[config.mk]
export PLATFORM = sky130hd
export DESIGN_NAME = dht11_uart_reporter
export DESIGN_NICKNAME = d
export VERILOG_FILES = /design/src/rtl/dht11_pkg.sv /design/src/rtl/bin8_to_bcd.sv /design/src/rtl/dht11_uart_reporter.sv
export SDC_FILE = /design/constraint.sdc
export NUM_CORES = 1
export LEC_CHECK = 0
export CORE_UTILIZATION = 35
export CTS_BUF_LIST = sky130_fd_sc_hd__clkbuf_2 sky130_fd_sc_hd__clkbuf_4 sky130_fd_sc_hd__clkbuf_8
export CTS_CLUSTER_DIAMETER = 200
export DETAILED_ROUTE_END_ITERATION = 10
export DONT_BUFFER_PORTS = 1
export GPL_ROUTABILITY_DRIVEN = 0
export MAX_ROUTING_LAYER = met4
export PLACE_DENSITY = 0.6
export SYNTH_ARGS = -nofsm -noshare
export SYNTH_HDL_FRONTEND = slang
export SYNTH_SLANG_ARGS = --single-unit
export TNS_END_PERCENT = 50
[constraint.sdc]
create_clock -name sys_clk -period 6.7 [get_ports sys_clk]
set_clock_uncertainty 0.15 [all_clocks]
set_input_delay 0.67 -clock sys_clk [delete_from_list [all_inputs] [get_ports sys_clk]]
set_output_delay 0.67 -clock sys_clk [all_outputs]
set_load 0.02 [all_outputs]
[src/rtl/dht11_pkg.sv]
// Shared constants for the DHT11 UART reporter: reading field slices, line
// template characters, FSM state encoding and ASCII helpers.
package dht11_pkg;

  localparam int HUM_INT_MSB = 31;
  localparam int HUM_INT_LSB = 24;
  localparam int HUM_DEC_MSB = 23;
  localparam int HUM_DEC_LSB = 16;
  localparam int TMP_INT_MSB = 15;
  localparam int TMP_INT_LSB = 8;
  localparam int TMP_DEC_MSB = 7;
  localparam int TMP_DEC_LSB = 0;

  localparam int LINE_LEN = 19;

  localparam logic [7:0] ASCII_0 = 8'h30;
  localparam logic [7:0] ASCII_9 = 8'h39;
  localparam logic [7:0] CR      = 8'h0D;
  localparam logic [7:0] LF      = 8'h0A;

  typedef enum logic [2:0] {
    IDLE,
    CONV_H,
    CONV_T,
    LOAD,
    SHIFT
  } state_t;

  function automatic logic [7:0] digit_ascii(input logic [3:0] d);
    return ASCII_0 + {4'd0, d};
  endfunction

  // Sensor decimals are a single digit; anything larger is shown as '9'.
  function automatic logic [7:0] dec_ascii(input logic [7:0] v);
    return (v > 8'd9) ? ASCII_9 : (ASCII_0 + v);
  endfunction

endpackage

[src/rtl/bin8_to_bcd.sv]
// Sequential double-dabble: 8-bit binary to 3 BCD digits, one shift per cycle.
// done pulses 8 cycles after start; bcd holds the result until the next start.
import dht11_pkg::*;

module bin8_to_bcd (
  input  logic        sys_clk,
  input  logic        rst,
  input  logic        start,
  input  logic [7:0]  bin,
  output logic        done,
  output logic [11:0] bcd
);

  // {hundreds, tens, units, binary remainder}
  logic [19:0] sh;
  logic [19:0] sh_adj;
  logic [3:0]  cnt;

  always_comb begin
    sh_adj = sh;
    if (sh[11:8] >= 4'd5)  sh_adj[11:8]  = sh[11:8]  + 4'd3;
    if (sh[15:12] >= 4'd5) sh_adj[15:12] = sh[15:12] + 4'd3;
    if (sh[19:16] >= 4'd5) sh_adj[19:16] = sh[19:16] + 4'd3;
  end

  always_ff @(posedge sys_clk or posedge rst) begin
    if (rst) begin
      sh   <= '0;
      cnt  <= '0;
      done <= 1'b0;
    end else begin
      done <= 1'b0;
      if (start) begin
        sh  <= {12'd0, bin};
        cnt <= 4'd8;
      end else if (cnt != 4'd0) begin
        sh  <= {sh_adj[18:0], 1'b0};
        cnt <= cnt - 4'd1;
        if (cnt == 4'd1) done <= 1'b1;
      end
    end
  end

  assign bcd = sh[19:8];

endmodule

[src/rtl/dht11_uart_reporter.sv]
// Formats each new DHT11 reading as "H=hhh.d% T=ttt.dC\r\n" and sends it as 8N1 UART.
// Optional periodic resend of the last line is enabled by defining DHT_REPORT_PERIODIC_EN.
//
// state  | meaning
// IDLE   | waiting for a new stable reading (or the resend period)
// CONV_H | humidity integer in the BCD converter
// CONV_T | temperature integer in the BCD converter
// LOAD   | fetch template byte idx into the shifter
// SHIFT  | clock out start, 8 data and stop bits
import dht11_pkg::*;

module dht11_uart_reporter #(
  parameter int CLK_FREQ         = 50_000_000,
  parameter int BAUD             = 115200,
  parameter int REPORT_PERIOD_MS = 5000
) (
  input  logic        sys_clk,
  input  logic        rst,
  input  logic [31:0] reading,
  output logic        uart_tx,
  output logic        busy,
  output logic        line_done
);

  localparam int BIT_DIV = CLK_FREQ / BAUD;
  localparam int DIV_W   = $clog2(BIT_DIV + 1);
  localparam logic [4:0] LAST_IDX = 5'(LINE_LEN - 1);

  state_t state, state_nxt;

  logic [31:0] r0, r1, last_sent, pend_word, start_word;
  logic [23:0] snap;
  logic        pending, stable, fresh, start_line;
  logic [11:0] hum_bcd, tmp_bcd, bcd_val;
  logic        bcd_start, bcd_done;
  logic [7:0]  bcd_bin, line_byte;
  logic [4:0]  idx;
  logic [9:0]  tx_shift;
  logic [3:0]  bit_cnt;
  logic [DIV_W-1:0] baud_cnt;
  logic        byte_done, period_hit;

  assign stable = (r0 == r1);
  assign fresh  = stable && (r1 != '0) && (r1 != last_sent);

`ifdef DHT_REPORT_PERIODIC_EN
  localparam int MS_DIV = CLK_FREQ / 1000;
  localparam int TICK_W = $clog2(MS_DIV + 1);
  localparam int MS_W   = $clog2(REPORT_PERIOD_MS + 1);

  logic [TICK_W-1:0] tick_cnt;
  logic [MS_W-1:0]   ms_cnt;

  assign period_hit = (ms_cnt == '0);

  always_ff @(posedge sys_clk or posedge rst) begin
    if (rst) begin
      tick_cnt <= TICK_W'(MS_DIV - 1);
      ms_cnt   <= MS_W'(REPORT_PERIOD_MS);
    end else if (start_line) begin
      tick_cnt <= TICK_W'(MS_DIV - 1);
      ms_cnt   <= MS_W'(REPORT_PERIOD_MS);
    end else if (state == IDLE && !period_hit) begin
      if (tick_cnt == '0) begin
        tick_cnt <= TICK_W'(MS_DIV - 1);
        ms_cnt   <= ms_cnt - 1'b1;
      end else begin
        tick_cnt <= tick_cnt - 1'b1;
      end
    end
  end
`else
  assign period_hit = 1'b0;
`endif

  // A value that went stable during the previous line wins over a fresh one.
  always_comb begin
    start_line = 1'b0;
    start_word = r1;
    if (state == IDLE) begin
      if (pending) begin
        start_line = 1'b1;
        start_word = pend_word;
      end else if (fresh) begin
        start_line = 1'b1;
      end else if (period_hit && last_sent != '0) begin
        start_line = 1'b1;
        start_word = last_sent;
      end
    end
  end

  assign byte_done = (state == SHIFT) && (baud_cnt == '0) && (bit_cnt == 4'd1);

  always_ff @(posedge sys_clk or posedge rst) begin
    if (rst) state <= IDLE;
    else     state <= state_nxt;
  end

  always_comb begin
    state_nxt = state;
    case (state)
      IDLE:    if (start_line) state_nxt = CONV_H;
      CONV_H:  if (bcd_done) state_nxt = CONV_T;
      CONV_T:  if (bcd_done) state_nxt = LOAD;
      LOAD:    state_nxt = SHIFT;
      SHIFT:   if (byte_done) state_nxt = (idx == LAST_IDX) ? IDLE : LOAD;
      default: state_nxt = IDLE;
    endcase
  end

  always_comb begin
    line_done = byte_done && (idx == LAST_IDX);
    busy      = (state != IDLE) && !line_done;
    bcd_start = start_line || (state == CONV_H && bcd_done);
    bcd_bin   = (state == IDLE) ? start_word[HUM_INT_MSB:HUM_INT_LSB]
                                : snap[TMP_INT_MSB:TMP_INT_LSB];
  end

  bin8_to_bcd u_bcd (
    .sys_clk (sys_clk),
    .rst     (rst),
    .start   (bcd_start),
    .bin     (bcd_bin),
    .done    (bcd_done),
    .bcd     (bcd_val)
  );

  always_comb begin
    line_byte = LF;
    case (idx)
      5'd0:  line_byte = "H";
      5'd1:  line_byte = "=";
      5'd2:  line_byte = digit_ascii(hum_bcd[11:8]);
      5'd3:  line_byte = digit_ascii(hum_bcd[7:4]);
      5'd4:  line_byte = digit_ascii(hum_bcd[3:0]);
      5'd5:  line_byte = ".";
      5'd6:  line_byte = dec_ascii(snap[HUM_DEC_MSB:HUM_DEC_LSB]);
      5'd7:  line_byte = "%";
      5'd8:  line_byte = " ";
      5'd9:  line_byte = "T";
      5'd10: line_byte = "=";
      5'd11: line_byte = digit_ascii(tmp_bcd[11:8]);
      5'd12: line_byte = digit_ascii(tmp_bcd[7:4]);
      5'd13: line_byte = digit_ascii(tmp_bcd[3:0]);
      5'd14: line_byte = ".";
      5'd15: line_byte = dec_ascii(snap[TMP_DEC_MSB:TMP_DEC_LSB]);
      5'd16: line_byte = "C";
      5'd17: line_byte = CR;
      default: line_byte = LF;
    endcase
  end

  always_ff @(posedge sys_clk or posedge rst) begin
    if (rst) begin
      r0        <= '0;
      r1        <= '0;
      last_sent <= '0;
      pend_word <= '0;
      pending   <= 1'b0;
      snap      <= '0;
      hum_bcd   <= '0;
      tmp_bcd   <= '0;
      idx       <= '0;
      tx_shift  <= '1;
      bit_cnt   <= '0;
      baud_cnt  <= '0;
    end else begin
      r0 <= reading;
      r1 <= r0;

      // snap is frozen for the whole line; later changes only update pending.
      if (start_line) begin
        snap      <= start_word[23:0];
        last_sent <= start_word;
        pending   <= 1'b0;
      end else if (state != IDLE && stable) begin
        if (r1 != '0 && r1 != last_sent) begin
          pending   <= 1'b1;
          pend_word <= r1;
        end else if (r1 == last_sent) begin
          pending   <= 1'b0;
        end
      end

      if (state == CONV_H && bcd_done) hum_bcd <= bcd_val;
      if (state == CONV_T && bcd_done) begin
        tmp_bcd <= bcd_val;
        idx     <= '0;
      end

      if (state == LOAD) begin
        tx_shift <= {1'b1, line_byte, 1'b0};
        bit_cnt  <= 4'd10;
        baud_cnt <= DIV_W'(BIT_DIV - 1);
      end else if (state == SHIFT) begin
        if (baud_cnt == '0) begin
          tx_shift <= {1'b1, tx_shift[9:1]};
          bit_cnt  <= bit_cnt - 4'd1;
          baud_cnt <= DIV_W'(BIT_DIV - 1);
          if (bit_cnt == 4'd1 && idx != LAST_IDX) idx <= idx + 5'd1;
        end else begin
          baud_cnt <= baud_cnt - 1'b1;
        end
      end
    end
  end

  assign uart_tx = tx_shift[0];

endmodule

==> results.py <==
metrics = {
    "global_routing": {
        "grt_pass1_wl_um": 43300,
        "overflow": 0,
        "grt_max_degree": 147,
        "grt_usage_pct": 18.0,
        "first_global_vias": 7769,
        "antenna_found_initial": 0,
    },
    "clock_network": {
        "cts_repair_resize_count": 0,
        "h-tree-depth": 2,
        "cts_made_buffers": 37,
        "cts_root_buf": "clkbuf_8",
        "numClockSinks": 208,
        "cts.path.max_buffers": 3,
        "clock_latency_ns": 0.53,
        "cts_hold_buf": 32,
        "path_clk_slew_ns": 0.06,
        "cts_tree": "built",
        "post_cts_buffers": 0,
    },
    "cells_and_area": {
        "regArea_um2": 5220,
        "final_common_cell": "dfrtp_1",
        "stdcell_count": 1485,
        "multi_input_area_um2": 5080,
        "layout-drive-gt1-share_pct": 10.1,
        "num_antenna_cells": 0,
        "final_cell_mix": "dfrtp_1 (199), nand2_1 (166), nor2_1 (67)",
        "synthToLayoutAreaGrowth_pct": 13.6,
        "fill_cells": 2848,
        "nets": 1123,
    },
    "yosys": {
        "synth_ff_type": "dfrtp_1",
        "netlist_instances": 1049,
        "syn_nets": 1102,
        "ys_warn_count": 0,
        "ys_types": 69,
        "synth_area_um2": 10600,
        "synthArstFlopShare_pct": 100,
        "synth-edff-count": 0,
        "yosys_register_bits": 208,
        "ys_seq_area_share_pct": 49.1,
        "avgSynthCellArea_um2": 10.1,
    },
    "sta": {
        "period_needed_ns": 3.99,
        "whs_ns": 0.0281,
        "tightest_slew_ns": 1.02,
        "hold_viol_final": 0,
        "final_max_slew_viol_count": 0,
        "setup_ws_ns": 2.71,
        "setup_violations": 0,
        "clock.fmax_mhz": 251,
        "fin_tns_setup_ns": 0,
        "slew_headroom_pct": 32.1,
        "final_min_period_over_clock_period_pct": 59.5,
        "rsz0062_at_grt": "false",
    },
    "setup_path": {
        "critPathKind": "reg -> out",
        "critPathMaxFanout": 5,
        "endpoint_kind": "primary output",
        "critPathLaunchType": "flop",
        "cp.required_ns": 5.88,
        "critPathArrivalTime_ns": 3.17,
    },
    "detailed_routing": {
        "drt-vias-per-instance": 5.48,
        "ant_nets": 0,
        "first_pass_iters": 8,
        "drt_iter0_drc": 672,
        "wl_per_cell_um": 18.0,
        "drc": 0,
        "routed_wl_um": 26800,
        "via_count": 8135,
    },
    "outcome": {
        "status": "finished clean",
    },
    "die": {
        "std_cell_rows": 63,
        "die_area_um2": 31000,
        "die_width_um": 176,
        "io-pin-count": 37,
        "die-height_um": 176,
        "core_um2": 29700,
        "initial_core_util_pct": 35.7,
    },
    "placed_design": {
        "dp_cells": 1389,
        "portBuffers": 0,
        "dp_hpwl_um": 16900,
        "pre_cts_slack_ns": 3.23,
    },
    "power": {
        "power_leakage_nw": 5.31,
        "power_mw": 2.60,
        "power_per_cell_area_nw_per_um2": 216,
        "peakVddDrop_v": 0.000184,
    },
    "min_path": {
        "hold_path_class": "in -> async",
    },
    "job": {
        "max_cap_violations": 0,
    },
}
worst paths after layout:
kind,to,cells after the start,slack (ns),start
max in group asynchronous,idx[3]$_DFF_PP0_,2,4.96,rst
max,busy,6,2.71,baud_cnt[2]$_DFFE_PP0P_
min in group sys_clk,r1[29]$_DFF_PP0_,0,0.24,r0[29]$_DFF_PP0_
min,u_bcd.cnt[3]$_DFFE_PP0P_,1,0.03,rst
max reg2reg,pend_word[5]$_DFFE_PP0P_,8,3.44,r1[23]$_DFF_PP0_
min reg2reg,r1[29]$_DFF_PP0_,0,0.24,r0[29]$_DFF_PP0_
synthesized netlist by cell type (3+ instances only):
cell type  count  area (µm²)
a2111oi_0     34         298
a211oi_1       3        22.5
a21o_1         4        30.0
a21oi_1       35         175
a222oi_1      32         320
a22oi_1        5        37.5
a31o_1         3        26.3
a32o_1         3        30.0
and2_1         3        18.8
and3_1         4        25.0
buf_1          3        11.3
buf_2         12        60.1
buf_4          3        22.5
clkbuf_1      43         161
dfrtp_1      199        4980
dfstp_2        9         236
ha_1          19         238
inv_1         24        90.1
mux2_1        33         372
mux2_2        15         169
mux2i_1       38         380
nand2_1      166         623
nand2b_1       6        37.5
nand3_1       22         110
nand3b_1       4        30.0
nand4_1       13        81.3
nor2_1        68         255
nor2b_1       33         206
nor3_1         7        35.0
nor3b_1        3        22.5
nor4_1        24         150
o21ai_0       38         190
o21ai_1       11        55.1
o221a_1        6        67.6
o22ai_1        6        37.5
o31ai_1        3        22.5
or3_1          3        18.8
xnor2_1       41         359
xor2_1        35         307
registers in the layout, summed over array words and instances (netlist names), 5 cells and up:
name	flops
hum_bcd	12
tmp_bcd	12
idx	5
baud_cnt	9
last_sent	32
r1	32
tx_shift	9
pend_word	32
r0	32
u_bcd.sh	20
kinds of logic after synthesis:
| logic type | count (synthesis) | synth area share [%] |
|---|---|---|
| mux | 86 | 8.67 |
| xor+xnor | 76 | 6.27 |
| fa+ha+maj | 19 | 2.24 |
| compound gates | 205 | 14.2 |
| buf+inv | 88 | 3.36 |
| flops | 208 | 49.1 |
| simple gates | 367 | 16.1 |
metal layers:
layer	share of wire (%)	global-route usage (%)
met1	47	24.9
met2	46	26.9
met3	4.6	2.69
met4	2.8	5.83
met5	0	-
report_power, final:
group | internal [mW] | total, mW | switching, mW
clock network | 0.696 | 1.22 | 0.524
logic | 0.0304 | 0.0728 | 0.0424
registers | 1.28 | 1.31 | 0.0304
critical path: stages, from the launching register on:
cell and delay, ns:
dfrtp_1 0.42, nor4_1 0.53, nand2_1 0.20, nor4_1 0.31, nand2_1 0.09, nor3_1 0.75, nor2_1 0.34
through the flow:
stage / instance area (µm²) / utilization (%)
final: 12100 / 40.6
after global placement: 11000 / 36.9
after floorplan: 10600 / -
after CTS: 12100 / 40.6
after global routing: 12100 / 40.6
after detailed placement: 11000 / 36.9
layout make-up:
type,instances,area share (%)
Tap cell,390,4.05
Timing Repair Buffer,43,3.34
Clock inverter,5,0.239
Inverter,27,0.902
Multi-Input combinational cell,753,42.1
Clock buffer,59,6.11
Sequential cell,208,43.2
(Power assumes the default switching activity.)
